[src/rtl/bcd_subtractor_serial.sv]
// Digit-serial BCD subtractor: diff = a - b - bin, one digit per clock, LSD first.
// Define BCD_SUB_MAGNITUDE_EN to turn negative results into |a - b - bin| (bout stays 1).
module bcd_subtractor_serial #(
  parameter int DIGITS = 4
) (
  input  logic                clk,
  input  logic                rst,
  input  logic                start,
  input  logic [4*DIGITS-1:0] a,
  input  logic [4*DIGITS-1:0] b,
  input  logic                bin,
  output logic                busy,
  output logic                done,
  output logic [4*DIGITS-1:0] diff,
  output logic                bout,
  output logic                invalid
);

  localparam int W  = 4 * DIGITS;
  localparam int IW = (DIGITS > 1) ? $clog2(DIGITS) : 1;

  localparam logic [1:0] S_IDLE = 2'd0;
  localparam logic [1:0] S_CALC = 2'd1;
  localparam logic [1:0] S_FIN  = 2'd2;
`ifdef BCD_SUB_MAGNITUDE_EN
  localparam logic [1:0] S_NEG  = 2'd3;
`endif

  logic [1:0]    state;
  logic [W-1:0]  a_sh;
  logic [W-1:0]  b_sh;
  logic [W-1:0]  acc;
  logic [IW-1:0] idx;
  logic          br;
  logic          inv_acc;

  logic [3:0]    a_dig;
  logic [3:0]    b_dig;
  logic [4:0]    t;
  logic          neg;
  logic [3:0]    d;
  logic [W-1:0]  next_acc;
  logic          last;
  logic          dig_bad;

  // One digit of a - b - br in 5-bit two's complement; t[4] is the sign.
  assign a_dig    = a_sh[3:0];
  assign b_dig    = b_sh[3:0];
  assign t        = {1'b0, a_dig} - {1'b0, b_dig} - {4'b0000, br};
  assign neg      = t[4];
  assign d        = neg ? (t[3:0] + 4'd10) : t[3:0];
  assign next_acc = {d, acc[W-1:4]};
  assign last     = (idx == IW'(DIGITS - 1));
  assign dig_bad  = (a_dig > 4'd9) || (b_dig > 4'd9);

  assign busy = (state != S_IDLE);
  assign done = (state == S_FIN);

  // NOTE: every register here, datapath included, is reset so an aborted
  // operation leaves no trace and invalid-digit results stay deterministic.
  always_ff @(posedge clk or posedge rst) begin
    if (rst) begin
      state   <= S_IDLE;
      a_sh    <= '0;
      b_sh    <= '0;
      acc     <= '0;
      idx     <= '0;
      br      <= 1'b0;
      inv_acc <= 1'b0;
      diff    <= '0;
      bout    <= 1'b0;
      invalid <= 1'b0;
    end else begin
      // NOTE: non-blocking assignments so all state advances together on the edge.
      case (state)
        S_IDLE: begin
          if (start) begin
            a_sh    <= a;
            b_sh    <= b;
            br      <= bin;
            idx     <= '0;
            inv_acc <= 1'b0;
            state   <= S_CALC;
          end
        end
        S_CALC: begin
          a_sh    <= a_sh >> 4;
          b_sh    <= b_sh >> 4;
          acc     <= next_acc;
          br      <= neg;
          idx     <= idx + 1'b1;
          inv_acc <= inv_acc | dig_bad;
          if (last) begin
`ifdef BCD_SUB_MAGNITUDE_EN
            if (neg) begin
              // Second pass computes 0 - (ten's complement) to get the magnitude.
              a_sh  <= '0;
              b_sh  <= next_acc;
              br    <= 1'b0;
              idx   <= '0;
              state <= S_NEG;
            end else begin
              diff    <= next_acc;
              bout    <= 1'b0;
              invalid <= inv_acc | dig_bad;
              state   <= S_FIN;
            end
`else
            diff    <= next_acc;
            bout    <= neg;
            invalid <= inv_acc | dig_bad;
            state   <= S_FIN;
`endif
          end
        end
`ifdef BCD_SUB_MAGNITUDE_EN
        S_NEG: begin
          a_sh <= a_sh >> 4;
          b_sh <= b_sh >> 4;
          acc  <= next_acc;
          br   <= neg;
          idx  <= idx + 1'b1;
          if (last) begin
            diff    <= next_acc;
            bout    <= 1'b1;
            invalid <= inv_acc;
            state   <= S_FIN;
          end
        end
`endif
        S_FIN:   state <= S_IDLE;
        default: state <= S_IDLE;
      endcase
    end
  end

endmodule

[config.mk]
export PLATFORM = sky130hd
export DESIGN_NAME = bcd_subtractor_serial
export DESIGN_NICKNAME = d
export VERILOG_FILES = /design/src/rtl/bcd_subtractor_serial.sv
export SDC_FILE = /design/constraint.sdc
export NUM_CORES = 1
export LEC_CHECK = 0
export ABC_AREA = 0
export CAP_MARGIN = 0
export CORE_UTILIZATION = 45
export DETAILED_ROUTE_END_ITERATION = 8
export GPL_TIMING_DRIVEN = 0
export PLACE_DENSITY = 0.7
export SYNTH_ARGS = -nofsm -noshare
export SYNTH_HDL_FRONTEND = slang
export SYNTH_SLANG_ARGS = --single-unit
[constraint.sdc]
create_clock -name clk -period 4.85 [get_ports clk]
set_input_delay 0.7275 -clock clk [delete_from_list [all_inputs] [get_ports clk]]
set_output_delay 0.7275 -clock clk [all_outputs]
set_load 0.03 [all_outputs]
======== Word-level counts from Yosys, hierarchy flattened ========
Index checks and enable logic that the tools add are counted.
word-level totals
  bits of input ports ..................... 36
  bits in registers ....................... 72
  logic and storage cells ................. 43
  output and inout bits ................... 20
cells by class
  muxes and demuxes ....................... 14
  bitwise gates (word level) .............. 1
  eq/ne operators ......................... 5
  reduce and logical (&&, ||, !) cells .... 7
  $add $sub $neg .......................... 4
  magnitude comparators ................... 2
operators by type and width
  operator               count
  $pmux W16 S2           2
  $mux W16               2
  $gt A4 B4 Y1 const B   2
  $pmux W2 S2            2
  $mux W2                3
  $reduce_and A2 Y1      3
  $sub A4 B4 Y5          1
  $sub A5 B1 Y5          1
  $add A4 B4 Y4 const B  1
  $eq A2 B2 Y1 const B   2
  $mux W4                1
  $ne A2 B2 Y1 const B   2
  $pmux W1 S2            2
  $reduce_bool A2 Y1     2
  $add A2 B1 Y2 const B  1
  $eq A2 B1 Y1 const B   1
  $logic_not A2 Y1       1
  $mux W1                2
  $logic_or A1 B1 Y1     1
  $or A1 B1 Y1           1

======== Longest topological paths before layout ========
Gate-level depths: netlist of the first run.
  depth after elaboration ................. 4
  depth in mapped cells ................... 10
  gate-level depth less buffers ........... 10

======== Least setup slack after synthesis of the first run ========
OpenSTA, ideal clock, no wires.
  path kind ............................... register to register
  from .................................... reg a_sh[0]
  to ...................................... reg diff[14]
  stages on the path, launching flop included .. 10
  required time ........................... 4.767 ns
  path buffers ............................ 0
  data arrival time ....................... 2.282 ns
  clock period less this slack ............ 2.365 ns
  setup time .............................. 0.083 ns
  path slack .............................. 2.485 ns
  path through ............................ dfrtp_1 fa_1 fa_1 xor2_1 ha_1 nand2b_1 a21oi_1 a21oi_1 o211a_1 o21ai_0
on the way
  longest elaborated chain between the ends .. 4
ends and longest elaborated chain
  item                    line  RTL
  start, declared         30    logic [W-1:0] a_sh;
  start signal, assigned  87    a_sh <= a_sh >> 4;
  $sub A4 B4 Y5 (*)       49    assign t = {1'b0, a_dig} - {1'b0, b_dig} - {4'b0000, br};
  $sub A5 B1 Y5 (*)       49
  $add A4 B4 Y4           51    assign d = neg ? (t[3:0] + 4'd10) : t[3:0];
  $mux W4 (*)             51
  end signal, assigned    109   diff <= next_acc;
  end, declared           14    output logic [4*DIGITS-1:0] diff,
Mark *: on every way between the ends. The rest lies on a longest branch, timed or not.
A chain may end at the register's enable or synchronous reset.

======== Worst setup path in the final report of the first run ========
  from .................................... reg state[0]
  to ...................................... out busy
on the way
  longest elaborated chain between the ends .. 1
ends and longest elaborated chain
  item                    line  RTL
  start, declared         29    logic [1:0] state;
  start signal, assigned  63    state <= S_IDLE;
  start signal, assigned  83    state <= S_CALC;
  start signal, assigned  112   state <= S_FIN;
  $reduce_bool A2 Y1      56    assign busy = (state != S_IDLE);
  end, declared           12    output logic busy,
No other way between the ends.

==> results of run 1 <==
synth_stat cells, types with 3 or more instances:
master	number	area share, %
sky130_fd_sc_hd__dfrtp_1	68	53
sky130_fd_sc_hd__nand2_1	64	7.5
sky130_fd_sc_hd__o21ai_0	42	6.6
sky130_fd_sc_hd__a21oi_1	19	3.0
sky130_fd_sc_hd__and3b_1	12	3.3
sky130_fd_sc_hd__mux2i_1	12	3.8
sky130_fd_sc_hd__clkbuf_1	11	1.3
sky130_fd_sc_hd__inv_1	11	1.3
sky130_fd_sc_hd__ha_1	8	3.1
sky130_fd_sc_hd__a22o_1	7	1.9
sky130_fd_sc_hd__mux2_4	7	3.3
sky130_fd_sc_hd__nor2b_1	6	1.2
sky130_fd_sc_hd__mux2_2	5	1.8
sky130_fd_sc_hd__nor2_1	5	0.59
sky130_fd_sc_hd__buf_2	4	0.63
sky130_fd_sc_hd__nand2b_1	4	0.78
sky130_fd_sc_hd__xnor2_1	3	0.82
layout by cell type, fill, tap and decap left out, types with 7 or more instances in the layout:
master                            instances
sky130_fd_sc_hd__a21oi_1                 19
sky130_fd_sc_hd__a22o_1                   7
sky130_fd_sc_hd__and3b_1                 12
sky130_fd_sc_hd__clkbuf_1                11
sky130_fd_sc_hd__clkbuf_8                11
sky130_fd_sc_hd__clkdlybuf4s50_1         55
sky130_fd_sc_hd__dfrtp_1                 68
sky130_fd_sc_hd__ha_1                     8
sky130_fd_sc_hd__inv_1                   10
sky130_fd_sc_hd__mux2_4                   7
sky130_fd_sc_hd__mux2i_1                 12
sky130_fd_sc_hd__nand2_1                 64
sky130_fd_sc_hd__o21ai_0                 42
how the worst min path moves through the flow:
stage | to | start | cells past startpoint | slack, ps
after floorplan | acc[7]$_DFFE_PP0P_ | acc[7]$_DFFE_PP0P_ | 2 | 450
after global placement | b_sh[7]$_DFFE_PP0P_ | b_sh[7]$_DFFE_PP0P_ | 2 | 460
after detailed placement | acc[4]$_DFFE_PP0P_ | acc[4]$_DFFE_PP0P_ | 2 | 460
after CTS | acc[4]$_DFFE_PP0P_ | acc[4]$_DFFE_PP0P_ | 2 | 480
after global routing | a_sh[8]$_DFFE_PP0P_ | a_sh[8]$_DFFE_PP0P_ | 2 | 510
final | acc[4]$_DFFE_PP0P_ | acc[4]$_DFFE_PP0P_ | 2 | 480
registers in the layout, indices dropped and copies added (netlist names):
signal and cells:
a_sh 16, acc 12, b_sh 16, bout 1, br 1, diff 16
idx 2, inv_acc 1, invalid 1, state 2
cells by family (layout without fill, tap and decap cells):
family,count (synthesis),count (layout)
compound gates,75,75
xor+xnor,5,5
fa+ha+maj,10,10
buf+inv,29,100
flops,68,68
mux,24,24
simple gates,97,97
layer usage:
layer | wire length (um) | vias to the layer above | track usage (%) | part of all wire (%)
met5 | 0 | - | 0 | 0
met4 | 125 | 0 | 8.18 | 1.9
met3 | 270 | 12 | 3.33 | 4.2
met2 | 3030 | 75 | 31.5 | 47
met1 | 3060 | 1141 | 26.6 | 47
li1 | - | 1175 | - | -
critical path, delay by kind of cell (launching register included):
family / cells / cell delay, ps
flops: 1 / 480
buf+inv: 3 / 1320
simple gates: 1 / 190
per-stage QoR:
stage,utilization [%],setup WS [ps],std cells
finish,60.4,1790,475
global route,60.4,1690,475
CTS,60.4,1810,475
detailed placement,56.6,2190,459
global placement,56.6,1270,459
floorplan,-,2410,308
power by group through the flow:
stage	Clock (uW)	Sequential [uW]	Combinational, uW
2_1_floorplan	0	1090	1020
3_3_place_gp	0	981	1530
3_5_place_dp	0	991	1580
4_1_cts	598	981	1590
6_report	589	980	1570
5_1_grt	623	1010	1750
layout make-up:
cell class                 instances  area share [%]
buffer                            18            2.12
clock buffer                      11            3.67
clock inverter                     5            2.61
inverter                          11            1.06
multi-input combinational        211            33.0
sequential                        68            41.2
tap                               96            2.91
timing repair buffer              55            13.3
==> PnR_summary.wiki, run 1 <==
{| class="wikitable"
! Metric !! Value
|-
| Setup violation total in the final timing report || 0
|-
| Number of cells traversed by the worst register-to-register path || 9
|-
| Largest net degree at the start of global routing || 69
|-
| Post-synthesis instance area || between 0.003 and 0.004 mm2
|-
| Count of yosys warnings during synthesis || 0
|-
| Setup slack of the most critical reg-to-reg path || 2310 ps
|-
| Reg-to-Reg Start || a_sh[0]$_DFFE_PP0P_
|-
| Number of nets produced by synthesis || 354
|-
| Per-cell via count in the routed design || approximately 5
|-
| Storage cell area || 0.00170 mm2
|-
| IO Port Bufs || 55
|-
| Clock root buffer || sky130_fd_sc_hd__clkbuf_8
|-
| Run status || finished, final reports clean
|-
| Post-DP Area || approximately 0.0039 mm2
|-
| Sum of routed wire length over all layers || 6480 um
|-
| Fraction of layout cells with a size suffix above 1 || about a tenth
|-
| Synthesized area per cell || ~10 um2
|-
| Synthesized-area fraction occupied by ao, oa, aoi and oai cells || roughly an eighth
|-
| I/O pin cnt || 56
|-
| Proportion of power drawn by flip-flops and latches || between 30% and 40%
|-
| Multiplexer area fraction after synthesis || slightly below 9%
|-
| Share of synthesized flip-flops with an asynchronous set or reset || 100%
|-
| Switching power || around 1200 uW
|-
| Main combinational cell family by area after synthesis || simple AND/OR/NAND/NOR gates
|-
| Library cell contributing the largest single delay on the critical path || sky130_fd_sc_hd__clkdlybuf4s50_1
|-
| Slew of the pin with the lowest slew margin || around 820 ps
|-
| Number of buffers inserted for hold repair after clock tree synthesis || 0
|-
| Number of flip-flops and latches in the synthesized netlist || a little under 70
|-
| Peak ir drop on the vdd network || about 290 uV
|-
| Total via count after detailed routing || 2403
|-
| Leftover overflow at the end of global routing || 0
|-
| Required time worst endpoint || 4120 ps
|-
| Clock transition time at the flip-flop clock pins of the worst setup and hold paths || around 80 ps
|-
| Clock tree from TritonCTS || built
|-
| Total number of H-tree levels || 3
|-
| Endpoint of the lowest-slack register-to-register path || diff[14]$_DFFE_PP0P_
|-
| Unrepaired setup endpoints after global routing || no
|-
| Die boundary width || 86.2 um
|-
| Critical path capture point || busy
|-
| Clock sinks || between 60 and 70
|-
| Finished Cell Area || 0.00413 mm2
|-
| Proportion of power drawn by the clock network || 18.8%
|-
| Number of post-CTS setup repair buffers || 0
|-
| Number of enable-type register cells in the synthesized netlist || 0
|-
| Post-synthesis adder-cell area fraction || between 4 and 5%
|-
| Placer congestion estimate || 0.810
|-
| Post-synthesis xor/xnor area fraction || 1.37%
|-
| Final-report hold violation count || 0
|-
| Switching share of total power || 39.7%
|-
| Placeable Area || around 0.007 mm2
|-
| Crit path launch type || flop
|-
| Final nets || 420
|-
| Timing startpoint of the critical path || state[0]$_DFFE_PP0P_
|-
| Design Power || about 3100 uW
|-
| Wire length of the first global-routing pass || approximately 11000 um
|-
| Clock latency of the later-clocked register in the worst-skew pair || 340 ps
|-
| Filler cell count in the final layout || 620
|-
| Placement Rows || 30
|-
| ANT nets after route || 0
|-
| Internal portion of total power || about 1900 uW
|-
| # resized after CTS || 0
|-
| Sequential cell area fraction in the yosys report || between 50% and 60%
|-
| Detailed Routing Iterations Pass 1 || 4
|-
| Max cap viols || 0
|-
| Max transition margin || a little under half
|-
| Die Outline Area || 0.00744 mm2
|-
| Hpwl dp || 4540 um
|-
| Cells after synthesis || 308
|-
| P_leak || just under 0.002 uW
|-
| Number of DRC markers in iteration 0 || 92
|-
| Logic pwr share || about half
|-
| Final number of max-transition violations || 0
|-
| Post-synth cell types || 32
|-
| Worst hold margin || approximately 480 ps
|-
| Initial antenna violation count || 0
|-
| Nature of the critical path endpoint || output port
|-
| Starting utilization of the core area || approximately 47%
|-
| Arr. time, crit path || 2330 ps
|-
| Antenna fix cells || 0
|-
| Type of the setup path with the least slack || reg -> out
|-
| Worst hold path class || reg -> reg
|-
| Critical path's largest stage delay || between 600 and 700 ps
|-
| Detail-routed net length per standard cell || 13.6 um
|-
| Peak clock frequency supported by timing || 327 MHz
|-
| GRT Overall Usage || roughly 20%
|-
| Worst setup skew after layout || roughly 11 ps
|-
| PD cells || 761 mW/mm2
|-
| Simple-Gate Fraction of Synth Area || between 10% and 20%
|-
| Primary flip-flop cell chosen by synthesis mapping || sky130_fd_sc_hd__dfrtp_1
|-
| Height of the chip || about 86 um
|-
| Clock buffers created by TritonCTS || 9
|-
| Area used by multi-input combinational logic || around 0.0014 mm2
|-
| Final period utilization || a little over three fifths
|-
| Sequence of cells on the critical path || buf_2, clkbuf_1, or2_2, clkdlybuf4s50_1
|-
| DRC || 0
|-
| Setup tns final || 0 ps
|-
| Vias in the first global route || 2400
|-
| Buffers from clock root to sink, at most || 2
|-
| Clock period minus worst slack || slightly above 3000 ps
|-
| Max FO, Critical Path || 10
|-
| Relative area change from synthesis to final layout || 29.2%
|}
No activity file was read; power rests on OpenSTA's default activity.
==> run 2, diff against run 1 <==
PLACE_DENSITY = 0.73   (was 0.7)
clock period = 2.5 ns   (was 4.85 ns; I/O delays follow)
==> run 2 against run 1 <==
Net effect:
- cell count is 0.21% lower
- sequential share of layout area is 0.89 points higher
- combinational power increased by 99%
- setup slack worse by 1700 ps
- clock skew increased by 1.6 ps
- global-route usage down 0.18 points
- critical path type is now reg -> reg
- critical endpoint is now acc[14]$_DFFE_PP0P_
- largest cell class unchanged
- largest power group unchanged
==> PnR_summary.wiki, run 2 (synthesis results as in run 1) <==
{| class="wikitable"
! Metric !! Value
|-
| Most frequent standard cell in the layout excluding fill and tap cells || sky130_fd_sc_hd__dfrtp_1
|-
| Number of cells traversed by the worst register-to-register path || 9 (unchanged)
|-
| I/O pin cnt || 56 (unchanged)
|-
| Placer congestion estimate || 0.786 (-3.0%)
|-
| Worst hold margin || 476 ps (-3.83 ps)
|-
| Switching share of total power || 42.1% (+2.4 points)
|-
| Endpoint of the lowest-slack register-to-register path || acc[14]$_DFFE_PP0P_
|-
| Critical path's largest stage delay || 420 ps (-240 ps)
|-
| Clock tree from TritonCTS || built
|-
| Peak clock frequency supported by timing || around 400 MHz
|-
| Library cell contributing the largest single delay on the critical path || sky130_fd_sc_hd__fa_2
|-
| Most frequent cells in the layout || sky130_fd_sc_hd__dfrtp_1, sky130_fd_sc_hd__nand2_1, sky130_fd_sc_hd__clkdlybuf4s50_1
|-
| Clock period minus worst slack || roughly 2400 ps
|-
| Detailed Routing Iterations Pass 1 || 4 (unchanged)
|-
| Finished Cell Area || 0.00404 mm2 (-2.1%)
|-
| Clock latency of the later-clocked register in the worst-skew pair || 340 ps (about the same)
|-
| Type of the setup path with the least slack || reg -> reg
|-
| Max transition margin || 45.8% (+0.58 points)
|-
| Largest registers ranked by flip-flop count || a_sh x16, b_sh x16, diff x16
|-
| Reg-to-Reg Start || a_sh[0]$_DFFE_PP0P_
|-
| Final nets || 419 (-0.24%)
|-
| Clock buffers created by TritonCTS || 9 (unchanged)
|-
| Relative area change from synthesis to final layout || 26.4%
|-
| Setup slack of the most critical reg-to-reg path || 70 ps (-2240 ps)
|-
| DRC || 0 (unchanged)
|-
| Height of the chip || 86.2 um (unchanged)
|-
| Unrepaired setup endpoints after global routing || no
|-
| Arr. time, crit path || 2690 ps (+360 ps)
|-
| Kind of cell adding the most delay to the critical path || adder cells
|-
| Number of buffers and inverters on the critical path || 0 (-3)
|-
| Run status || finished, final reports clean
|-
| Vias in the first global route || 2406 (+0.25%)
|-
| Slew of the pin with the lowest slew margin || 813 ps (-8.72 ps)
|-
| Post-DP Area || 0.00387 mm2 (unchanged)
|-
| P_leak || 0.00188 uW (-2.6%)
|-
| Fin cells || 474 (-0.21%)
|-
| Number of cells in the design after placement || 459 (unchanged)
|-
| Crit path top cell by count || sky130_fd_sc_hd__a21oi_1
|-
| Total via count after detailed routing || 2376 (-1.1%)
|-
| Startpoint of the lowest-slack hold path || acc[5]$_DFFE_PP0P_
|-
| Largest net degree at the start of global routing || 69 (unchanged)
|-
| Sequence of cells on the critical path || fa_2, fa_2, xor2_1, ha_1, nand2b_1, a21oi_1, a21oi_1, o211a_1, a21oi_1
|-
| Starting utilization of the core area || 46.7% (unchanged)
|-
| Peak ir drop on the vdd network || 595 uV (+110%)
|-
| Wire length of the first global-routing pass || 11000 um (-2.6%)
|-
| Final number of max-transition violations || 0 (unchanged)
|-
| Per-cell via count in the routed design || 5.01 (-0.91%)
|-
| Worst setup skew after layout || 12.5 ps (+1.62 ps)
|-
| Final period utilization || between 90% and 100%
|-
| Setup violation total in the final timing report || 0 (unchanged)
|-
| IO Port Bufs || 55 (unchanged)
|-
| Internal portion of total power || 3360 uW (+77%)
|-
| Worst hold path class || reg -> reg
|-
| Min-Delay Endpoint || acc[5]$_DFFE_PP0P_
|-
| Hold-critical path depth || 2 (unchanged)
|-
| Placeable Area || 0.00683 mm2 (unchanged)
|-
| Proportion of power drawn by the clock network || 13.2% (-5.6 points)
|-
| GRT Overall Usage || 19.5% (-0.18 points)
|-
| Fraction of layout cells with a size suffix above 1 || 10.6% (+0.29 points)
|-
| Hpwl dp || 4660 um (+2.5%)
|-
| Required time worst endpoint || 2770 ps (-1350 ps)
|-
| Die boundary width || 86.2 um (unchanged)
|-
| Placement Rows || 30 (unchanged)
|-
| Nature of the critical path endpoint || flop
|-
| Total number of H-tree levels || 3 (unchanged)
|-
| Share of the core filled with cells in the final layout || 59.1% (-1.3 points)
|-
| Clock root buffer || sky130_fd_sc_hd__clkbuf_8
|-
| Sum of routed wire length over all layers || 6560 um (+1.2%)
|-
| Logic pwr share || 54.0% (+4.0 points)
|-
| Max FO, Critical Path || 4 (-6)
|-
| Initial antenna violation count || 0 (unchanged)
|-
| Clock sinks || 68 (unchanged)
|-
| Crit path launch type || flop
|-
| Antenna fix cells || 0 (unchanged)
|-
| Switching power || 2440 uW (+96%)
|-
| PD cells || 1440 mW/mm2 (+89%)
|-
| Number of DRC markers in iteration 0 || 134 (+46%)
|-
| Clock transition time at the flip-flop clock pins of the worst setup and hold paths || 70 ps (about the same)
|-
| Leftover overflow at the end of global routing || 0 (unchanged)
|-
| Detail-routed net length per standard cell || 13.8 um (+1.4%)
|-
| Max cap viols || 0 (unchanged)
|-
| ANT nets after route || 0 (unchanged)
|-
| Die Outline Area || 0.00744 mm2 (unchanged)
|-
| Buffers from clock root to sink, at most || 2 (unchanged)
|-
| Proportion of power drawn by flip-flops and latches || 32.8% (+1.6 points)
|-
| Final-report hold violation count || 0 (unchanged)
|}
## run 2: cell types whose count changed in the layout (fill, tap and decap cells not counted), moves of 2 or more
cell and delta:
sky130_fd_sc_hd__clkbuf_1 +2, sky130_fd_sc_hd__clkbuf_8 -2, sky130_fd_sc_hd__clkinv_2 +2, sky130_fd_sc_hd__fa_1 -2, sky130_fd_sc_hd__bufinv_16 -3, sky130_fd_sc_hd__fa_2 +2
## run 2: layout make-up
cell class                 instances  area, um2
clock inverter                     4       26.3
tap                               96        120
multi-input combinational        211       1380
sequential                        68       1700
timing repair buffer              55        551
buffer                            17       83.8
clock buffer                      12        135
inverter                          11       43.8
fill                             612       2790
## run 2: what timing repair did
| action | 4_1_cts | 5_1_grt |
|---|---|---|
| endpoints found under the setup margin | 5 | 4 |
| setup buffers | 0 | 0 |
| gates resized for setup | 1 | 4 |
| hold buffers | 0 | 0 |
## run 2: metal layers
metal	global-route usage [%]	share of wire (%)	vias to the layer above
met2	33.1	48	68
met1	23.9	45	1133
met5	0	0	-
li1	-	-	1167
met4	5.91	1.3	0
met3	5.90	5.0	8
## run 2: worst max path at each step
stage	slack, ps	endpoint	start	cells past startpoint
after floorplan	140	diff[14]$_DFFE_PP0P_	a_sh[0]$_DFFE_PP0P_	9
after global placement	-730	diff[14]$_DFFE_PP0P_	rst	2
after global routing	8	acc[14]$_DFFE_PP0P_	a_sh[0]$_DFFE_PP0P_	9
final	70	acc[14]$_DFFE_PP0P_	a_sh[0]$_DFFE_PP0P_	9
after CTS	4	acc[14]$_DFFE_PP0P_	a_sh[0]$_DFFE_PP0P_	9
after detailed placement	-50	acc[14]$_DFFE_PP0P_	a_sh[0]$_DFFE_PP0P_	9
## run 2: worst register-to-register path: cells and delay by family, from the launching register on
kind	cells	cell delay, ps
adders and majority gates	3	1140
DFF	1	410
xor gates and xnor gates	1	160
AOI/OAI and AO/OA	4	570
and+or+nand+nor	1	70
## run 2: stage by stage
step	setup TNS (ps)	power (uW)	worst slack, ps
after CTS	0	5780	4.49
final	0	5800	74.2
after detailed placement	-94.9	5010	-45.6
after floorplan	0	4080	135
after global routing	0	6250	8.35
after global placement	-49090	4860	-726
## run 2: power by group through the flow
stage	clock network, uW	registers [uW]	logic [uW]
after floorplan	0	2110	1970
after global placement	0	1900	2960
after detailed placement	0	1920	3080
after CTS	780	1900	3100
after global routing	826	1970	3460
final	764	1900	3130
